`config.mk`:
```
export PLATFORM = sky130hd
export DESIGN_NAME = alloc_req
export DESIGN_NICKNAME = d
export VERILOG_FILES = /design/src/rtl/alloc_req.sv
export SDC_FILE = /design/constraint.sdc
export NUM_CORES = 1
export LEC_CHECK = 0
export BUFFER_PORTS_ARGS = -buffer_cell sky130_fd_sc_hd__buf_2
export CAP_MARGIN = 25
export CORE_MARGIN = 2
export CORE_UTILIZATION = 50
export CTS_BUF_LIST = sky130_fd_sc_hd__clkbuf_4 sky130_fd_sc_hd__clkbuf_8
export CTS_CLUSTER_DIAMETER = 40
export DETAILED_ROUTE_END_ITERATION = 7
export PLACE_DENSITY = 0.77
export SLEW_MARGIN = 30
export SYNTH_ARGS = -nofsm -noshare
export SYNTH_HDL_FRONTEND = slang
export SYNTH_SLANG_ARGS = --single-unit
```
`constraint.sdc`:
```
create_clock -name i_clk -period 3.33 [get_ports i_clk]
set_clock_uncertainty 0.1 [all_clocks]
set_input_delay 0 -clock i_clk [delete_from_list [all_inputs] [get_ports i_clk]]
set_output_delay 0 -clock i_clk [all_outputs]
set_load 0.03 [all_outputs]
```
`src/rtl/alloc_req.sv`:
```
// Request front-end for the linked-memory allocator: buffers requests, drives at most
// one allocator port per cycle (or a fused ALLOC/FREE), and queues the next-cycle results.
module alloc_req #(
  parameter int DATA_SZ   = 16,
  parameter int REQ_DEPTH = 4,
  parameter int RSP_DEPTH = 2,
  parameter int MERGE     = 1
) (
  input  logic               i_clk,
  input  logic               i_rst_n,
  input  logic               i_req_valid,
  output logic               o_req_ready,
  input  logic [1:0]         i_req_op,
  input  logic [DATA_SZ-1:0] i_req_addr,
  input  logic [DATA_SZ-1:0] i_req_data,
  output logic               o_rsp_valid,
  input  logic               i_rsp_ready,
  output logic [1:0]         o_rsp_op,
  output logic [DATA_SZ-1:0] o_rsp_data,
  output logic               o_alloc,
  output logic               o_free,
  output logic               o_rd,
  output logic               o_wr,
  output logic [DATA_SZ-1:0] o_data,
  output logic [DATA_SZ-1:0] o_addr,
  output logic [DATA_SZ-1:0] o_raddr,
  output logic [DATA_SZ-1:0] o_waddr,
  output logic [DATA_SZ-1:0] o_wdata,
  input  logic [DATA_SZ-1:0] i_rdata,
  input  logic               i_err,
  output logic               o_err,
  output logic               o_idle
);

  typedef enum logic [1:0] {
    OP_READ  = 2'd0,
    OP_WRITE = 2'd1,
    OP_ALLOC = 2'd2,
    OP_FREE  = 2'd3
  } op_e;

  localparam int REQ_AW = $clog2(REQ_DEPTH);
  localparam int REQ_PW = REQ_AW + 1;
  localparam int RSP_AW = $clog2(RSP_DEPTH);
  localparam int RSP_PW = RSP_AW + 1;
  localparam logic [REQ_PW-1:0] REQ_FULL = REQ_PW'(REQ_DEPTH);
  localparam logic [RSP_PW-1:0] RSP_FULL = RSP_PW'(RSP_DEPTH);

  logic [1:0]         req_op_mem   [REQ_DEPTH];
  logic [DATA_SZ-1:0] req_addr_mem [REQ_DEPTH];
  logic [DATA_SZ-1:0] req_data_mem [REQ_DEPTH];
  logic [REQ_PW-1:0]  req_wr_ptr;
  logic [REQ_PW-1:0]  req_rd_ptr;
  logic [REQ_PW-1:0]  req_count;
  logic [REQ_PW-1:0]  req_pop_cnt;
  logic               req_push;

  logic [1:0]         rsp_op_mem   [RSP_DEPTH];
  logic [DATA_SZ-1:0] rsp_data_mem [RSP_DEPTH];
  logic [RSP_PW-1:0]  rsp_wr_ptr;
  logic [RSP_PW-1:0]  rsp_rd_ptr;
  logic [RSP_PW-1:0]  rsp_count;
  logic [RSP_PW-1:0]  rsp_committed;
  logic               rsp_pop;

  logic               err_q;
  logic               inflight_q;
  logic [1:0]         inflight_op_q;

  logic [REQ_AW-1:0]  h0_idx;
  logic [REQ_AW-1:0]  h1_idx;
  logic [1:0]         h0_op;
  logic [1:0]         h1_op;
  logic [DATA_SZ-1:0] h0_addr;
  logic [DATA_SZ-1:0] h1_addr;
  logic [DATA_SZ-1:0] h0_data;
  logic [DATA_SZ-1:0] h1_data;

  logic               issue_en;
  logic               credit_ok;
  logic               merge_ok;
  logic               issue_rsp;
  logic [1:0]         issue_op;

  assign req_count   = req_wr_ptr - req_rd_ptr;
  assign rsp_count   = rsp_wr_ptr - rsp_rd_ptr;
  assign o_req_ready = i_rst_n && !err_q && (req_count != REQ_FULL);
  assign req_push    = i_req_valid && o_req_ready;

  assign h0_idx  = req_rd_ptr[REQ_AW-1:0];
  assign h1_idx  = h0_idx + REQ_AW'(1);
  assign h0_op   = req_op_mem[h0_idx];
  assign h1_op   = req_op_mem[h1_idx];
  assign h0_addr = req_addr_mem[h0_idx];
  assign h1_addr = req_addr_mem[h1_idx];
  assign h0_data = req_data_mem[h0_idx];
  assign h1_data = req_data_mem[h1_idx];

  // A response slot is reserved at issue time, so the in-flight result always has room.
  assign rsp_committed = rsp_count + RSP_PW'(inflight_q);
  assign credit_ok     = rsp_committed < RSP_FULL;
  assign issue_en      = (req_count != '0) && !err_q && !i_err;
  assign merge_ok      = (MERGE != 0) && (req_count >= REQ_PW'(2)) && credit_ok &&
                         (((h0_op == OP_ALLOC) && (h1_op == OP_FREE)) ||
                          ((h0_op == OP_FREE)  && (h1_op == OP_ALLOC)));

  // Issue decode from the FIFO head; every allocator output idles at zero.
  always_comb begin
    o_alloc     = 1'b0;
    o_free      = 1'b0;
    o_rd        = 1'b0;
    o_wr        = 1'b0;
    o_data      = '0;
    o_addr      = '0;
    o_raddr     = '0;
    o_waddr     = '0;
    o_wdata     = '0;
    issue_rsp   = 1'b0;
    issue_op    = OP_READ;
    req_pop_cnt = '0;
    if (issue_en) begin
      if (merge_ok) begin
        o_alloc     = 1'b1;
        o_free      = 1'b1;
        o_data      = (h0_op == OP_ALLOC) ? h0_data : h1_data;
        o_addr      = (h0_op == OP_FREE)  ? h0_addr : h1_addr;
        issue_rsp   = 1'b1;
        issue_op    = OP_ALLOC;
        req_pop_cnt = REQ_PW'(2);
      end else begin
        case (h0_op)
          OP_READ: begin
            if (credit_ok) begin
              o_rd        = 1'b1;
              o_raddr     = h0_addr;
              issue_rsp   = 1'b1;
              issue_op    = OP_READ;
              req_pop_cnt = REQ_PW'(1);
            end
          end
          OP_WRITE: begin
            o_wr        = 1'b1;
            o_waddr     = h0_addr;
            o_wdata     = h0_data;
            req_pop_cnt = REQ_PW'(1);
          end
          OP_ALLOC: begin
            if (credit_ok) begin
              o_alloc     = 1'b1;
              o_data      = h0_data;
              issue_rsp   = 1'b1;
              issue_op    = OP_ALLOC;
              req_pop_cnt = REQ_PW'(1);
            end
          end
          default: begin
            o_free      = 1'b1;
            o_addr      = h0_addr;
            req_pop_cnt = REQ_PW'(1);
          end
        endcase
      end
    end
  end

  assign o_rsp_valid = (rsp_count != '0);
  assign rsp_pop     = o_rsp_valid && i_rsp_ready;
  assign o_rsp_op    = o_rsp_valid ? rsp_op_mem[rsp_rd_ptr[RSP_AW-1:0]]   : '0;
  assign o_rsp_data  = o_rsp_valid ? rsp_data_mem[rsp_rd_ptr[RSP_AW-1:0]] : '0;
  assign o_err       = err_q;
  assign o_idle      = (req_count == '0) && (rsp_count == '0) && !inflight_q;

  // Pointers, in-flight tracking and the sticky error; the error never blocks capture.
  always_ff @(posedge i_clk or negedge i_rst_n) begin
    if (!i_rst_n) begin
      req_wr_ptr    <= '0;
      req_rd_ptr    <= '0;
      rsp_wr_ptr    <= '0;
      rsp_rd_ptr    <= '0;
      inflight_q    <= 1'b0;
      inflight_op_q <= OP_READ;
      err_q         <= 1'b0;
    end else begin
      if (req_push) req_wr_ptr <= req_wr_ptr + REQ_PW'(1);
      req_rd_ptr    <= req_rd_ptr + req_pop_cnt;
      if (inflight_q) rsp_wr_ptr <= rsp_wr_ptr + RSP_PW'(1);
      if (rsp_pop) rsp_rd_ptr <= rsp_rd_ptr + RSP_PW'(1);
      inflight_q    <= issue_rsp;
      inflight_op_q <= issue_op;
      if (i_err) err_q <= 1'b1;
    end
  end

  always_ff @(posedge i_clk) begin
    if (req_push) begin
      req_op_mem[req_wr_ptr[REQ_AW-1:0]]   <= i_req_op;
      req_addr_mem[req_wr_ptr[REQ_AW-1:0]] <= i_req_addr;
      req_data_mem[req_wr_ptr[REQ_AW-1:0]] <= i_req_data;
    end
    if (inflight_q) begin
      rsp_op_mem[rsp_wr_ptr[RSP_AW-1:0]]   <= inflight_op_q;
      rsp_data_mem[rsp_wr_ptr[RSP_AW-1:0]] <= i_rdata;
    end
  end

endmodule

```
# Yosys cells after proc, flatten, opt, wreduce, memory -nomap -nowiden
# Memories as Yosys holds them, arrays and structs flattened.
# Cells that the tools add are included.
totals:
  regBits: 14
  latch_bits: 0
  ramBits: 172
  rom_bits: 0
  inputBits: 55
  output_inout_bits: 106
  word_cells: 100
  memories: 5
op_classes:
  add_sub_neg: 8
  mul: 0
  div: 0
  magnitude_cmp: 2
  eq_ne: 6
  n_shift: 0
  n_mux: 49
  bitwise: 0
  n_reduce_logical: 23
mem_list:
  columns: ["name", "words", "width", "rd", "rd_ports_with_merged_regs", "wr", "line", "source"]
  rows:
  - ["req_addr_mem", 4, 16, 2, 0, 1, "50", "logic [DATA_SZ-1:0] req_addr_mem [REQ_DEPTH];"]
  - ["req_data_mem", 4, 16, 2, 0, 1, "51", "logic [DATA_SZ-1:0] req_data_mem [REQ_DEPTH];"]
  - ["rsp_data_mem", 2, 16, 1, 0, 1, "59", "logic [DATA_SZ-1:0] rsp_data_mem [RSP_DEPTH];"]
  - ["req_op_mem", 4, 2, 2, 0, 1, "49", "logic [1:0] req_op_mem [REQ_DEPTH];"]
  - ["rsp_op_mem", 2, 2, 1, 0, 1, "58", "logic [1:0] rsp_op_mem [RSP_DEPTH];"]
ops:
  columns: ["cell", "count"]
  rows:
  - ["$mux 16", 20]
  - ["$mux 1", 21]
  - ["$logic_and 1x1->1", 12]
  - ["$mux 2", 5]
  - ["$mux 3", 3]
  - ["$eq 2x2->1 const B", 4]
  - ["$add 2x1->2 const B", 3]
  - ["$logic_not 2->1", 2]
  - ["$add 3x1->3 const B", 1]
  - ["$add 3x3->3", 1]
  - ["$ge 3x2->1 const B", 1]
  - ["$logic_not 1->1", 3]
  - ["$logic_not 3->1", 1]
  - ["$ne 3x3->1 const B", 1]
  - ["$reduce_bool 3->1", 1]
  - ["$reduce_or 3->1", 1]
  - ["$sub 3x3->3", 1]
  - ["$add 2x1->2", 1]
  - ["$eq 2x1->1 const B", 1]
  - ["$lt 2x2->1 const B", 1]
  - ["$reduce_bool 2->1", 1]
  - ["$reduce_or 2->1", 1]
  - ["$sub 2x2->2", 1]
  - ["$logic_or 1x1->1", 1]

# Logic depth before layout (Yosys ltp)
# An unclocked memory read counts as a cell.
depth:
  ltp_word: 9
  mapped_depth: 12
  ltp_nobuf: 10

# Least setup slack after synthesis
# OpenSTA, ideal clock, no wires.
synth_path:
  path_type: "register to register"
  from: "register req_wr_ptr[0]"
  to: "memory req_addr_mem[3][0] (enable)"
  setup_time_ns: 0.396
  t_arrival_ns: 2.802
  t_required_ns: 2.834
  path_slack_ns: 0.032
  path_stages_with_launch: 8
  n_path_buf: 0
  period_less_slack_ns: 3.298
  path_cell_list: "dfrtp_1 -> inv_1 -> ha_1 -> fa_1 -> xnor3_2 -> nor2_1 -> nor3b_1 -> and2_1"
synth_between:
  elab_chain_cells: 6
synth_rtl:
  columns: ["item", "line", "source"]
  rows:
  - ["start, declared", "52", "logic [REQ_PW-1:0] req_wr_ptr;"]
  - ["start signal, assigned", "184", "if (req_push) req_wr_ptr <= req_wr_ptr + REQ_PW'(1);"]
  - ["$sub 3x3->3", "85", "assign req_count = req_wr_ptr - req_rd_ptr;"]
  - ["$ne 3x3->1", "87", "assign o_req_ready = i_rst_n && !err_q && (req_count != REQ_FULL);"]
  - ["$logic_and 1x1->1", "87", null]
  - ["$logic_and 1x1->1", "88", "assign req_push = i_req_valid && o_req_ready;"]
  - ["$mux 1", "195", "if (req_push) begin"]
  - ["$mux 1 (implied by the code)", "197", "req_addr_mem[req_wr_ptr[REQ_AW-1:0]] <= i_req_addr;"]
  - ["end, declared", "50", null]
# Parallel ways exist; a longest one is shown, timed or not.

# Worst setup path in the final report
layout_path:
  from: "register req_wr_ptr[0]"
  to: "output port o_addr[2]"
layout_between:
  elab_chain_cells: 6
  elab_cells_between_ends: 9
  cone_classes: "add/sub (1); order compare (1); mux (2); reduce/logical (5)"
layout_rtl:
  columns: ["item", "line", "source"]
  rows:
  - ["$sub 3x3->3 *", "85", null]
  - ["$ge 3x2->1", "103", "assign merge_ok = (MERGE != 0) && (req_count >= REQ_PW'(2)) && credit_ok &&"]
  - ["$logic_and 1x1->1 (2 in a row)", "103", null]
  - ["$mux 16", "122", "if (merge_ok) begin"]
  - ["$mux 16 *", "121", "if (issue_en) begin"]
  - ["end, declared", "25", "output logic [DATA_SZ-1:0] o_addr,"]
# Every way passes the cells marked *; elsewhere a longest branch is shown, timed or not.

==> flow_metrics.env <==
export IMPL_hold_viol_final=0
export IMPL_io_buffers=159
export IMPL_r2r_start="req_wr_ptr[0]"
export IMPL_grt_max_degree=39
export IMPL_grt_pass1_wl_um=31000
export IMPL_worstMarginPinSlew_ns=0.809
export IMPL_grt_pass1_vias=5807
export IMPL_crit_type="flop to output port"
export IMPL_yosys_area_top_type="edfxtp_1"
export IMPL_min_to="rsp_data_mem[1][4]"
export IMPL_vias=5712
export IMPL_finalSetupViolCount=0
export IMPL_slowest_delay_ns=0.42
export IMPL_status="finished, final reports clean"
export IMPL_antenna_found_initial=0
export IMPL_grt_overflow=0
export IMPL_cts_tree="done"
export IMPL_final_antenna_net_count=0
export IMPL_synth_most_common_cell="edfxtp_1"
export IMPL_drc=0
export IMPL_hold_class="input pin to flop"
export IMPL_cts_buffers=17
export IMPL_fmax_mhz=308
export IMPL_die_area_mm2=0.0188
export IMPL_p_total_uw=5800
export IMPL_ys_flop_type="edfxtp_1"
export IMPL_cp_cell_sequence="inv_1 -> ha_1 -> fa_1 -> xnor3_2 -> a2111oi_4 -> and2_4 -> buf_12 -> a32o_1 -> buf_2"
export IMPL_yosysSeqAreaShare_pct=61.3
export IMPL_clock_latency_ns=0.46
export IMPL_min_from="i_rdata[4]"
export IMPL_slowest_stage="a2111oi_4"
export IMPL_netlist_area_mm2=0.00886
export IMPL_synth_common_cells="edfxtp_1 (170), mux4_2 (66), and3_1 (31)"
export IMPL_yosysUniqueCellTypes=43
export IMPL_r2r_slack_ns=0.25
export IMPL_relSlewSlack_pct=46.1
export IMPL_start_kind="flop"
export IMPL_cts_sinks=183
export IMPL_async_flop_share_pct=7.10
export IMPL_endpoint_kind="output port"
export IMPL_synthToLayoutAreaGrowth_pct=24.9
export IMPL_antenna_cells=0
export IMPL_setup_ws_ns=0.0860
export IMPL_vdd_drop_max_mv=0.477
export IMPL_min_period_ns=3.24
export IMPL_drt_iter0_drc=431
export IMPL_firstDrtPassIters=5
export IMPL_seqCellArea_mm2=0.00544
export IMPL_synth_edf_count=170
export IMPL_place_ws_ns=0.277
export IMPL_drv_slew=0
export IMPL_syn_nets=566
export IMPL_hold_depth=2
export IMPL_wire_per_inst_um=21.3
export IMPL_synth_area_top_cells="edfxtp_1 (58%), mux4_2 (17%), dfrtp_1 (3.7%)"
export IMPL_gp_congestion=0.842
export IMPL_r2r_end="req_rd_ptr[2]"
export IMPL_period_share_pct=97.4
export IMPL_required_ns=3.23
export IMPL_clockRootBuffer="clkbuf_8"
export IMPL_fin_nets=790
export IMPL_cap_violations=0
export IMPL_p_per_area_mw_per_mm2=524
export IMPL_synth_top_area_share_pct=57.6
export IMPL_start_util_pct=51.2
export IMPL_synth_seq_cells=183
export IMPL_wl_um=20500
export IMPL_reg2regPathDepth=10
export IMPL_layout_drive_gt1_share_pct=44.1
export IMPL_die_h_um=137
export IMPL_cts_buffer_depth=2
export IMPL_fp_dieW_um=137
export IMPL_leakagePower_uw=0.00436
export IMPL_nFillCells=1193
export IMPL_synth_warnings=0
export IMPL_arrival_ns=3.14
export IMPL_multi_input_comb_area_mm2=0.00318
export IMPL_fp_row_count=48
export IMPL_htreeDepth=4
export IMPL_core_mm2=0.0173
export IMPL_path_max_fanout=16
export IMPL_pin_count=161
export IMPL_place_detailed_hpwl_um=13000
export IMPL_via_per_inst=5.93
export IMPL_cts_clk_slew_worst_paths_ns=0.09
export IMPL_synth_cells=502
export IMPL_track_usage_pct=22.2
export IMPL_avgSynthCellArea_um2=17.7
[layer usage]
layer / global-route usage, % / share of wire (%)
met4: 8.30 / 1.5
met2: 36.4 / 49
met3: 4.26 / 7.6
met1: 29.7 / 42
met5: 0 / 0
[critical path: cells and delay by family, from the launching register on]
kind | cells | cell delay, ns
fa+ha+maj | 2 | 0.60
simple gates | 1 | 0.25
flops | 1 | 0.39
xor+xnor | 1 | 0.32
buf+inv | 3 | 0.49
compound gates | 2 | 0.63
[stage by stage]
stage	hold WS, ns	TNS, ns	utilization (%)	cells	area [um2]
final	0.166	0	64.0	964	11100
after detailed placement	-0.182	0	57.6	870	9960
after CTS	0.140	0	63.5	958	11000
after floorplan	-0.396	0	-	502	8860
after global placement	-0.193	0	57.6	870	9960
after global routing	0.156	-0.148	64.0	964	11100
[timing repair]
item,CTS,global route
setup endpoints to repair,47,42
gates resized for setup,7,8
endpoints found under the hold margin,186,0
gates cloned,1,1
hold buffers,55,0
setup buffers,0,5
pin swaps,1,1
[placed cells by master (no fill, tap or decap), types with 3 or more instances in the layout]
master	synthesis	layout
buf_4	2	20
and2_1	23	18
nand2b_1	6	6
dlygate4sd3_1	0	55
a32o_2	6	7
mux2i_1	19	19
inv_1	7	7
buf_12	0	5
inv_6	0	4
xor2_1	6	6
buf_2	11	157
mux4_2	66	67
and3_1	31	31
a32o_1	25	24
buf_6	8	4
ha_1	7	7
bufinv_16	0	3
nand2_1	7	7
dfrtp_1	13	11
nor2_1	25	24
nor2b_1	4	4
xnor2_1	3	3
and2_2	0	4
mux2_2	16	16
edfxtp_1	170	170
clkbuf_8	0	17
[cell families (layout without fill, tap and decap cells)]
kind of cell	after synthesis	in the layout	share of synthesized area, %
and+or+nand+nor	104	104	6.48
xor gates and xnor gates	12	12	1.60
other	1	1	0.0423
adders and majority gates	9	9	1.44
AOI/OAI and AO/OA	44	44	5.00
DFF	183	183	61.3
buffers and inverters	47	284	2.91
muxes	102	102	21.3
[final cells by class]
type / instances / area share, %
Tap cell: 225 / 2.54
Clock inverter: 14 / 1.55
Clock buffer: 18 / 2.18
Sequential cell: 183 / 49.2
Multi-Input combinational cell: 272 / 28.7
Inverter: 7 / 0.238
Timing Repair Buffer: 245 / 15.6
[state kept, by name (all words and copies together), names as in the netlist]
signal,cells
o_err,1
req_addr_mem,64
req_op_mem,8
req_wr_ptr,3
inflight_op_q,1
rsp_op_mem,2
rsp_wr_ptr,2
req_data_mem,64
rsp_data_mem,32
rsp_rd_ptr,2
inflight_q,1
req_rd_ptr,3
[how the worst max path moves through the flow]
stage,from,endpoint,slack (ns),cells past startpoint
floorplan,req_wr_ptr[0],req_addr_mem[3][0],0.03,7
global placement,req_rd_ptr[0],o_data[10],0.37,7
detailed placement,req_wr_ptr[0],req_rd_ptr[2],0.28,10
CTS,req_rd_ptr[0],o_addr[0],0.02,8
global route,req_wr_ptr[0],o_addr[4],-0.02,9
finish,req_wr_ptr[0],o_addr[2],0.09,9
[power breakdown]
group | total, uW | internal (uW) | switching, uW
logic | 1670 | 693 | 975
clock network | 1560 | 759 | 801
registers | 2570 | 2530 | 31.5
(Power assumes the default switching activity.)
